$ cat config.mk
export PLATFORM = sky130hd
export DESIGN_NAME = wb_burst_arbiter
export DESIGN_NICKNAME = d
export VERILOG_FILES = /design/src/rtl/wb_arb_pkg.sv /design/src/rtl/rr_priority_pick.sv /design/src/rtl/wb_burst_arbiter.sv
export SDC_FILE = /design/constraint.sdc
export NUM_CORES = 1
export LEC_CHECK = 0
export ABC_AREA = 1
export CORE_ASPECT_RATIO = 0.5
export CORE_MARGIN = 5
export CORE_UTILIZATION = 30
export DETAILED_ROUTE_END_ITERATION = 6
export GPL_TIMING_DRIVEN = 1
export PLACE_DENSITY = 0.73
export SYNTH_ARGS = -nofsm -noshare
export SYNTH_HDL_FRONTEND = slang
export SYNTH_HIERARCHICAL = 1
export SYNTH_SLANG_ARGS = --single-unit
$ cat constraint.sdc
create_clock -name clk -period 2 [get_ports clk]
set_clock_uncertainty 0.15 [all_clocks]
set_input_delay 0.2 -clock clk [delete_from_list [all_inputs] [get_ports clk]]
set_output_delay 0.2 -clock clk [all_outputs]
set_load 0.01 [all_outputs]
$ cat src/rtl/wb_arb_pkg.sv
// Shared constants and types for the Wishbone burst arbiter.
package wb_arb_pkg;

    localparam logic [2:0] CTI_CLASSIC = 3'b000;
    localparam logic [2:0] CTI_CONST   = 3'b001;
    localparam logic [2:0] CTI_INCR    = 3'b010;
    localparam logic [2:0] CTI_END     = 3'b111;

    localparam logic [1:0] BTE_LINEAR  = 2'b00;

    typedef enum logic {ST_IDLE, ST_BUSY} state_e;

endpackage

$ cat src/rtl/rr_priority_pick.sv
// Combinational round-robin picker: first request at or after ptr_i, cyclic.
module rr_priority_pick #(
    parameter int N = 2,
    localparam int PW = $clog2(N)
) (
    input  logic [N-1:0]  req_i,
    input  logic [PW-1:0] ptr_i,
    output logic [N-1:0]  gnt_o
);

    logic [PW:0]   sum;
    logic [PW-1:0] idx;
    logic          found;

    // Walk the requesters starting at the pointer and take the first one.
    always_comb begin
        gnt_o = '0;
        found = 1'b0;
        sum   = '0;
        idx   = '0;
        for (int off = 0; off < N; off++) begin
            sum = {1'b0, ptr_i} + (PW+1)'(off);
            if (sum >= (PW+1)'(N)) sum = sum - (PW+1)'(N);
            idx = sum[PW-1:0];
            if (!found && req_i[idx]) begin
                gnt_o[idx] = 1'b1;
                found      = 1'b1;
            end
        end
    end

endmodule

$ cat src/rtl/wb_burst_arbiter.sv
// Round-robin Wishbone B4 arbiter: cycle-atomic grants, ack timeout, beat/burst statistics.
module wb_burst_arbiter
    import wb_arb_pkg::*;
#(
    parameter int NUM_MASTERS = 2,
    parameter int ADR_WIDTH   = 30,
    parameter int DAT_WIDTH   = 32,
    parameter int SEL_WIDTH   = 4,
    parameter int TIMEOUT     = 255,
    parameter int CNT_WIDTH   = 32
) (
    input  logic                             clk,
    input  logic                             reset,
    input  logic [NUM_MASTERS*ADR_WIDTH-1:0] m_adr,
    input  logic [NUM_MASTERS*DAT_WIDTH-1:0] m_dat_w,
    output logic [DAT_WIDTH-1:0]             m_dat_r,
    input  logic [NUM_MASTERS*SEL_WIDTH-1:0] m_sel,
    input  logic [NUM_MASTERS-1:0]           m_cyc,
    input  logic [NUM_MASTERS-1:0]           m_stb,
    input  logic [NUM_MASTERS-1:0]           m_we,
    input  logic [NUM_MASTERS*3-1:0]         m_cti,
    input  logic [NUM_MASTERS*2-1:0]         m_bte,
    output logic [NUM_MASTERS-1:0]           m_ack,
    output logic [NUM_MASTERS-1:0]           m_err,
    output logic [ADR_WIDTH-1:0]             s_adr,
    output logic [DAT_WIDTH-1:0]             s_dat_w,
    output logic [SEL_WIDTH-1:0]             s_sel,
    output logic                             s_cyc,
    output logic                             s_stb,
    output logic                             s_we,
    output logic [2:0]                       s_cti,
    output logic [1:0]                       s_bte,
    input  logic [DAT_WIDTH-1:0]             s_dat_r,
    input  logic                             s_ack,
    input  logic                             s_err,
    output logic [NUM_MASTERS-1:0]           grant,
    output logic [CNT_WIDTH-1:0]             beat_count,
    output logic [CNT_WIDTH-1:0]             burst_count,
    output logic [CNT_WIDTH-1:0]             timeout_count
);

    localparam int PW = $clog2(NUM_MASTERS);
    localparam int TW = 16;

    state_e               state_q, state_d;
    logic [NUM_MASTERS-1:0] grant_q, grant_d;
    logic [PW-1:0]        ptr_q, ptr_d;
    logic [TW-1:0]        tmo_q, tmo_d;
    logic [CNT_WIDTH-1:0] beat_q, burst_q, tcnt_q;

    logic [NUM_MASTERS-1:0] pick_gnt;
    logic [PW-1:0]        owner;
    logic                 busy, stb_raw, tmo_fire, beat;

    rr_priority_pick #(.N(NUM_MASTERS)) u_pick (
        .req_i (m_cyc),
        .ptr_i (ptr_q),
        .gnt_o (pick_gnt)
    );

    // Encode the one-hot grant into an index for the slave-side muxes.
    always_comb begin
        owner = '0;
        for (int i = 0; i < NUM_MASTERS; i++)
            if (grant_q[i]) owner = PW'(i);
    end

    assign busy     = |grant_q;
    assign stb_raw  = busy & m_stb[owner];
    // Fires only on the cycle the wait reaches TIMEOUT; a real ack/err that cycle wins.
    assign tmo_fire = stb_raw & ~s_ack & ~s_err & (tmo_q == TW'(TIMEOUT - 1));
    assign beat     = stb_raw & s_ack & ~s_err;

    // Slave side follows the owner combinationally; quiet when nobody is granted.
    always_comb begin
        s_adr   = '0;
        s_dat_w = '0;
        s_sel   = '0;
        s_cyc   = 1'b0;
        s_we    = 1'b0;
        s_cti   = '0;
        s_bte   = '0;
        if (busy) begin
            s_adr   = m_adr[int'(owner)*ADR_WIDTH +: ADR_WIDTH];
            s_dat_w = m_dat_w[int'(owner)*DAT_WIDTH +: DAT_WIDTH];
            s_sel   = m_sel[int'(owner)*SEL_WIDTH +: SEL_WIDTH];
            s_cyc   = m_cyc[owner];
            s_we    = m_we[owner];
            s_cti   = m_cti[int'(owner)*3 +: 3];
            s_bte   = m_bte[int'(owner)*2 +: 2];
        end
    end

    assign s_stb   = stb_raw & ~tmo_fire;
    assign m_ack   = grant_q & {NUM_MASTERS{beat}};
    assign m_err   = grant_q & {NUM_MASTERS{stb_raw & (s_err | tmo_fire)}};
    assign m_dat_r = s_dat_r;

    assign grant         = grant_q;
    assign beat_count    = beat_q;
    assign burst_count   = burst_q;
    assign timeout_count = tcnt_q;

    // Wait counter restarts on every termination and whenever stb is low.
    always_comb begin
        tmo_d = tmo_q + TW'(1);
        if (!stb_raw || s_ack || s_err || tmo_fire) tmo_d = '0;
    end

    // Grant FSM: hold the owner for its whole cycle, then one idle cycle before the next.
    always_comb begin
        state_d = state_q;
        grant_d = grant_q;
        ptr_d   = ptr_q;
        case (state_q)
            ST_IDLE: begin
                if (|m_cyc) begin
                    grant_d = pick_gnt;
                    state_d = ST_BUSY;
                end
            end
            ST_BUSY: begin
                if (!m_cyc[owner]) begin
                    grant_d = '0;
                    state_d = ST_IDLE;
                    ptr_d   = (owner == PW'(NUM_MASTERS - 1)) ? '0 : owner + PW'(1);
                end
            end
            default: state_d = ST_IDLE;
        endcase
    end

    // State, pointer, timeout and statistics registers.
    always_ff @(posedge clk) begin
        if (reset) begin
            state_q <= ST_IDLE;
            grant_q <= '0;
            ptr_q   <= '0;
            tmo_q   <= '0;
            beat_q  <= '0;
            burst_q <= '0;
            tcnt_q  <= '0;
        end else begin
            state_q <= state_d;
            grant_q <= grant_d;
            ptr_q   <= ptr_d;
            tmo_q   <= tmo_d;
            if (beat)                      beat_q  <= beat_q + CNT_WIDTH'(1);
            if (beat && s_cti == CTI_END)  burst_q <= burst_q + CNT_WIDTH'(1);
            if (tmo_fire)                  tcnt_q  <= tcnt_q + CNT_WIDTH'(1);
        end
    end

endmodule
==> flow_summary_export.csv <==
group,metric,value,unit
run_status,status,"finished, violations left",
setup_path,cp_cell_sequence,"ha_4 > inv_4 > nor2_4 > nand2_2 > nor2_2 > nand2_2 > nor2_4 > a21oi_2 > nor2_1 > buf_2",
synthesis,synth-adder-area-share,0.793,%
finish,nFillCells,2604,
global_route,met2_usage,32.7,%
global_route,met1_usage,23.9,%
synthesis,yosysSeqAreaShare,29.4,%
sta,drv_slew,0,
die,rows,41,
global_route,grtUsageMet3,3.65,%
synthesis,synth_xor_area_share,2.44,%
synthesis,synth.area.mux_share,0,%
global_route,grt_pass1_wl,46600,um
clock_tree,cts-root-buf,"clkbuf_16",
global_route,gr-total-overflow,0,
synthesis,syn_area,7890,sq um
clock_tree,cts.sinks,116,
global_route,top_usage_layer,"met2",
sta,finalSetupViolCount,4,
synthesis,yosys.area.top_type_share,29.4,%
job,max_cap_violations,0,
sta,whs,0.250,ns
sta,rsz0062_at_grt,"true",
synthesis,synth_top_area_cell,"dfxtp_1",
clock_tree,cts_max_level,4,
run_status,violations,"setup timing",
sta,slew_headroom,70.2,%
placed_design,port_buffers,327,
setup_path,crit_required,1.65,ns
die,die_h,125,um
power,combPwrFrac,16.0,%
synthesis,async_flop_share,0,%
power,p_seq_share,36.7,%
die,pin_count,392,
power,power_frac_clock,47.3,%
synthesis,synth.area.top_cells,"dfxtp_1 29%, nand2_1 18%, nor2_1 14%",
clock_tree,cts_buffers,17,
clock_tree,cts_tree,"yes",
finish,stdcell_count,2101,
synthesis,synth_nets,1562,
setup_path,crit_type,"flop to primary output",
synthesis,synth_flop_cell,"dfxtp_1",
detailed_routing,firstDrtPassIters,7,
die,fp.dieW,239,um
sta,fin_setup_tns,-0.141,ns
global_route,track_usage,19.0,%
detailed_routing,drcViolationCount,0,
finish,diodes,0,
setup_path,arrival,1.71,ns
sta,min_period,2.06,ns
sta,hold_violations,0,
synthesis,synth_top_family_by_area,"simple AND/OR/NAND/NOR gates",
power,swShare,24.5,%
setup_path,end_kind,"primary output",
power,leakagePower,0.00537,uW
detailed_routing,ant_nets,0,
clock_tree,cts_buffer_depth,2,
clock_tree,postCtsHoldBufs,0,
placed_design,place_inst,2043,
die,dieArea,29800,sq um
power,p_total,6340,uW
finish,area_growth,62.1,%
synthesis,synth.distinct_cells,34,
detailed_routing,num_vias,9826,
placed_design,placed_area,11800,sq um
global_route,antenna_found_initial,0,
synthesis,synth_most_common_cell,"nand2_1",
finish,final_area,12800,sq um
detailed_routing,vias_per_cell,4.68,
synthesis,yosys.area_share.simple,45.2,%
power,ir_worst_vdd,0.000493,V
sta,worstMarginPinSlew,0.447,ns
detailed_routing,first_iter_violations,747,
synthesis,synth_edf_count,0,
detailed_routing,post_drt_wl_per_cell,14.6,um
power,p_per_area,496,nW/um^2
sta,finalCritPeriodShare,103,%
detailed_routing,routed_wirelength,30800,um
synthesis,avgSynthCellArea,5.75,sq um
min_path,hold_path_class,"input pin to primary output",
synthesis,yosys_warnings,6,
clock_tree,clk_pin_slew,0.06,ns
setup_path,reg2reg_setup_slack,0.03,ns
global_route,grt_max_degree,54,
synthesis,synthTopCellsByCount,"388 x nand2_1, 290 x nor2_1, 141 x inv_1, 116 x dfxtp_1, 114 x nand3_1",
finish,nets,1934,
finish,drive_gt1_share,15.9,%
setup_path,start_kind,"flop",
power,switching_power,1550,uW
global_route,first_global_vias,8682,
synthesis,ys_ff_latch,116,
placed_design,hpwl,22800,um
die,core_area,25500,sq um
die,initial_utilization,30.9,%
setup_path,crit_path_top_delay_cell,"dfxtp_1",
sta,max_clock_freq,484,MHz
synthesis,synth_compound_area_share,9.04,%
sta,setup_ws,-0.0646,ns
power,p_int,4790,uW
setup_path,slowest_delay,0.36,ns
synthesis,synthCells,1373,
clock_tree,insertion_delay,0.42,ns
setup_path,worstPathMaxFanout,3,
placed_design,gp_congestion,0.908,
[routing by layer]
layer,up-vias,routed length [um]
li1,5029,-
met4,0,835
met1,4428,13100
met5,-,0
met3,54,1750
met2,315,15100
[critical path, delay by kind of cell (launching register included)]
family	cells	cell delay (ns)
DFF	1	0.36
AOI/OAI and AO/OA	1	0.06
adders and majority gates	1	0.15
and+or+nand+nor	6	0.55
buffers and inverters	2	0.18
[path summary, 6_finish.rpt]
path                from              to  depth (start not counted)
min          s_dat_r[10]     m_dat_r[10]                          0
max reg2reg     grant[1]  beat_count[16]                         13
max             tmo_q[1]        m_err[0]                         10
min reg2reg    tmo_q[15]       tmo_q[15]                          2
[repair_timing]
action / in CTS / in global routing
pin swaps: 1 / 10
endpoints found under the setup margin: 79 / 80
resized for setup: 254 / 90
gates cloned: 3 / 6
buffers inserted: 11 / 10
[state kept, by name (all words and copies together) (netlist names)]
signal / count
state_q: 1
timeout_count: 32
tmo_q: 16
beat_count: 32
ptr_q: 1
grant: 2
burst_count: 32
[cells by family (layout without fill, tap and decap cells)]
group | Yosys count | count (layout)
DFF | 116 | 116
and+or+nand+nor | 864 | 864
buffers and inverters | 229 | 613
adders and majority gates | 5 | 5
xor gates and xnor gates | 22 | 22
AOI/OAI and AO/OA | 137 | 137
[cells in the final DEF, fill, tap and decap left out, types with 5 or more instances in the layout]
cell	instances
inv_1	138
nor2_2	22
o21ai_0	22
buf_2	36
nand4_1	27
clkdlybuf4s15_2	7
nand2_2	11
nand3_1	114
inv_2	5
clkbuf_16	23
xnor2_1	9
dlygate4sd2_1	12
or2_2	5
xor2_1	13
nor2_1	272
clkbuf_2	12
nor3_1	13
buf_6	18
buf_12	11
clkinv_2	6
buf_4	81
a21oi_1	94
dfxtp_1	113
nand2_1	378
a21oi_2	7
clkdlybuf4s50_1	248
nor2_4	5
[cell type report]
cell class | instances | area (sq um) | area share (%)
inverters | 145 | 554 | 4.33
flip-flops and latches | 116 | 2330 | 18.2
clock buffers | 21 | 470 | 3.68
clock inverters | 10 | 106 | 0.832
well taps | 344 | 430 | 3.37
repair buffers | 437 | 4170 | 32.6
multi-input cells | 1028 | 4720 | 36.9
[power groups by stage]
stage	Combinational [uW]	Sequential [uW]	Clock, uW
after floorplan	395	2370	0
after global placement	1010	2380	0
after detailed placement	1010	2380	0
after CTS	995	2330	3030
after global routing	1090	2330	3160
final	1020	2330	3000
[stage by stage]
stage                     worst slack [ns]  utilization (%)
after global placement              -0.129             46.3
final                              -0.0646             50.1
after floorplan                      0.167                -
after detailed placement            -0.161             46.3
after CTS                          -0.0977             48.8
after global routing                -0.178             50.1
(Power assumes the default switching activity.)
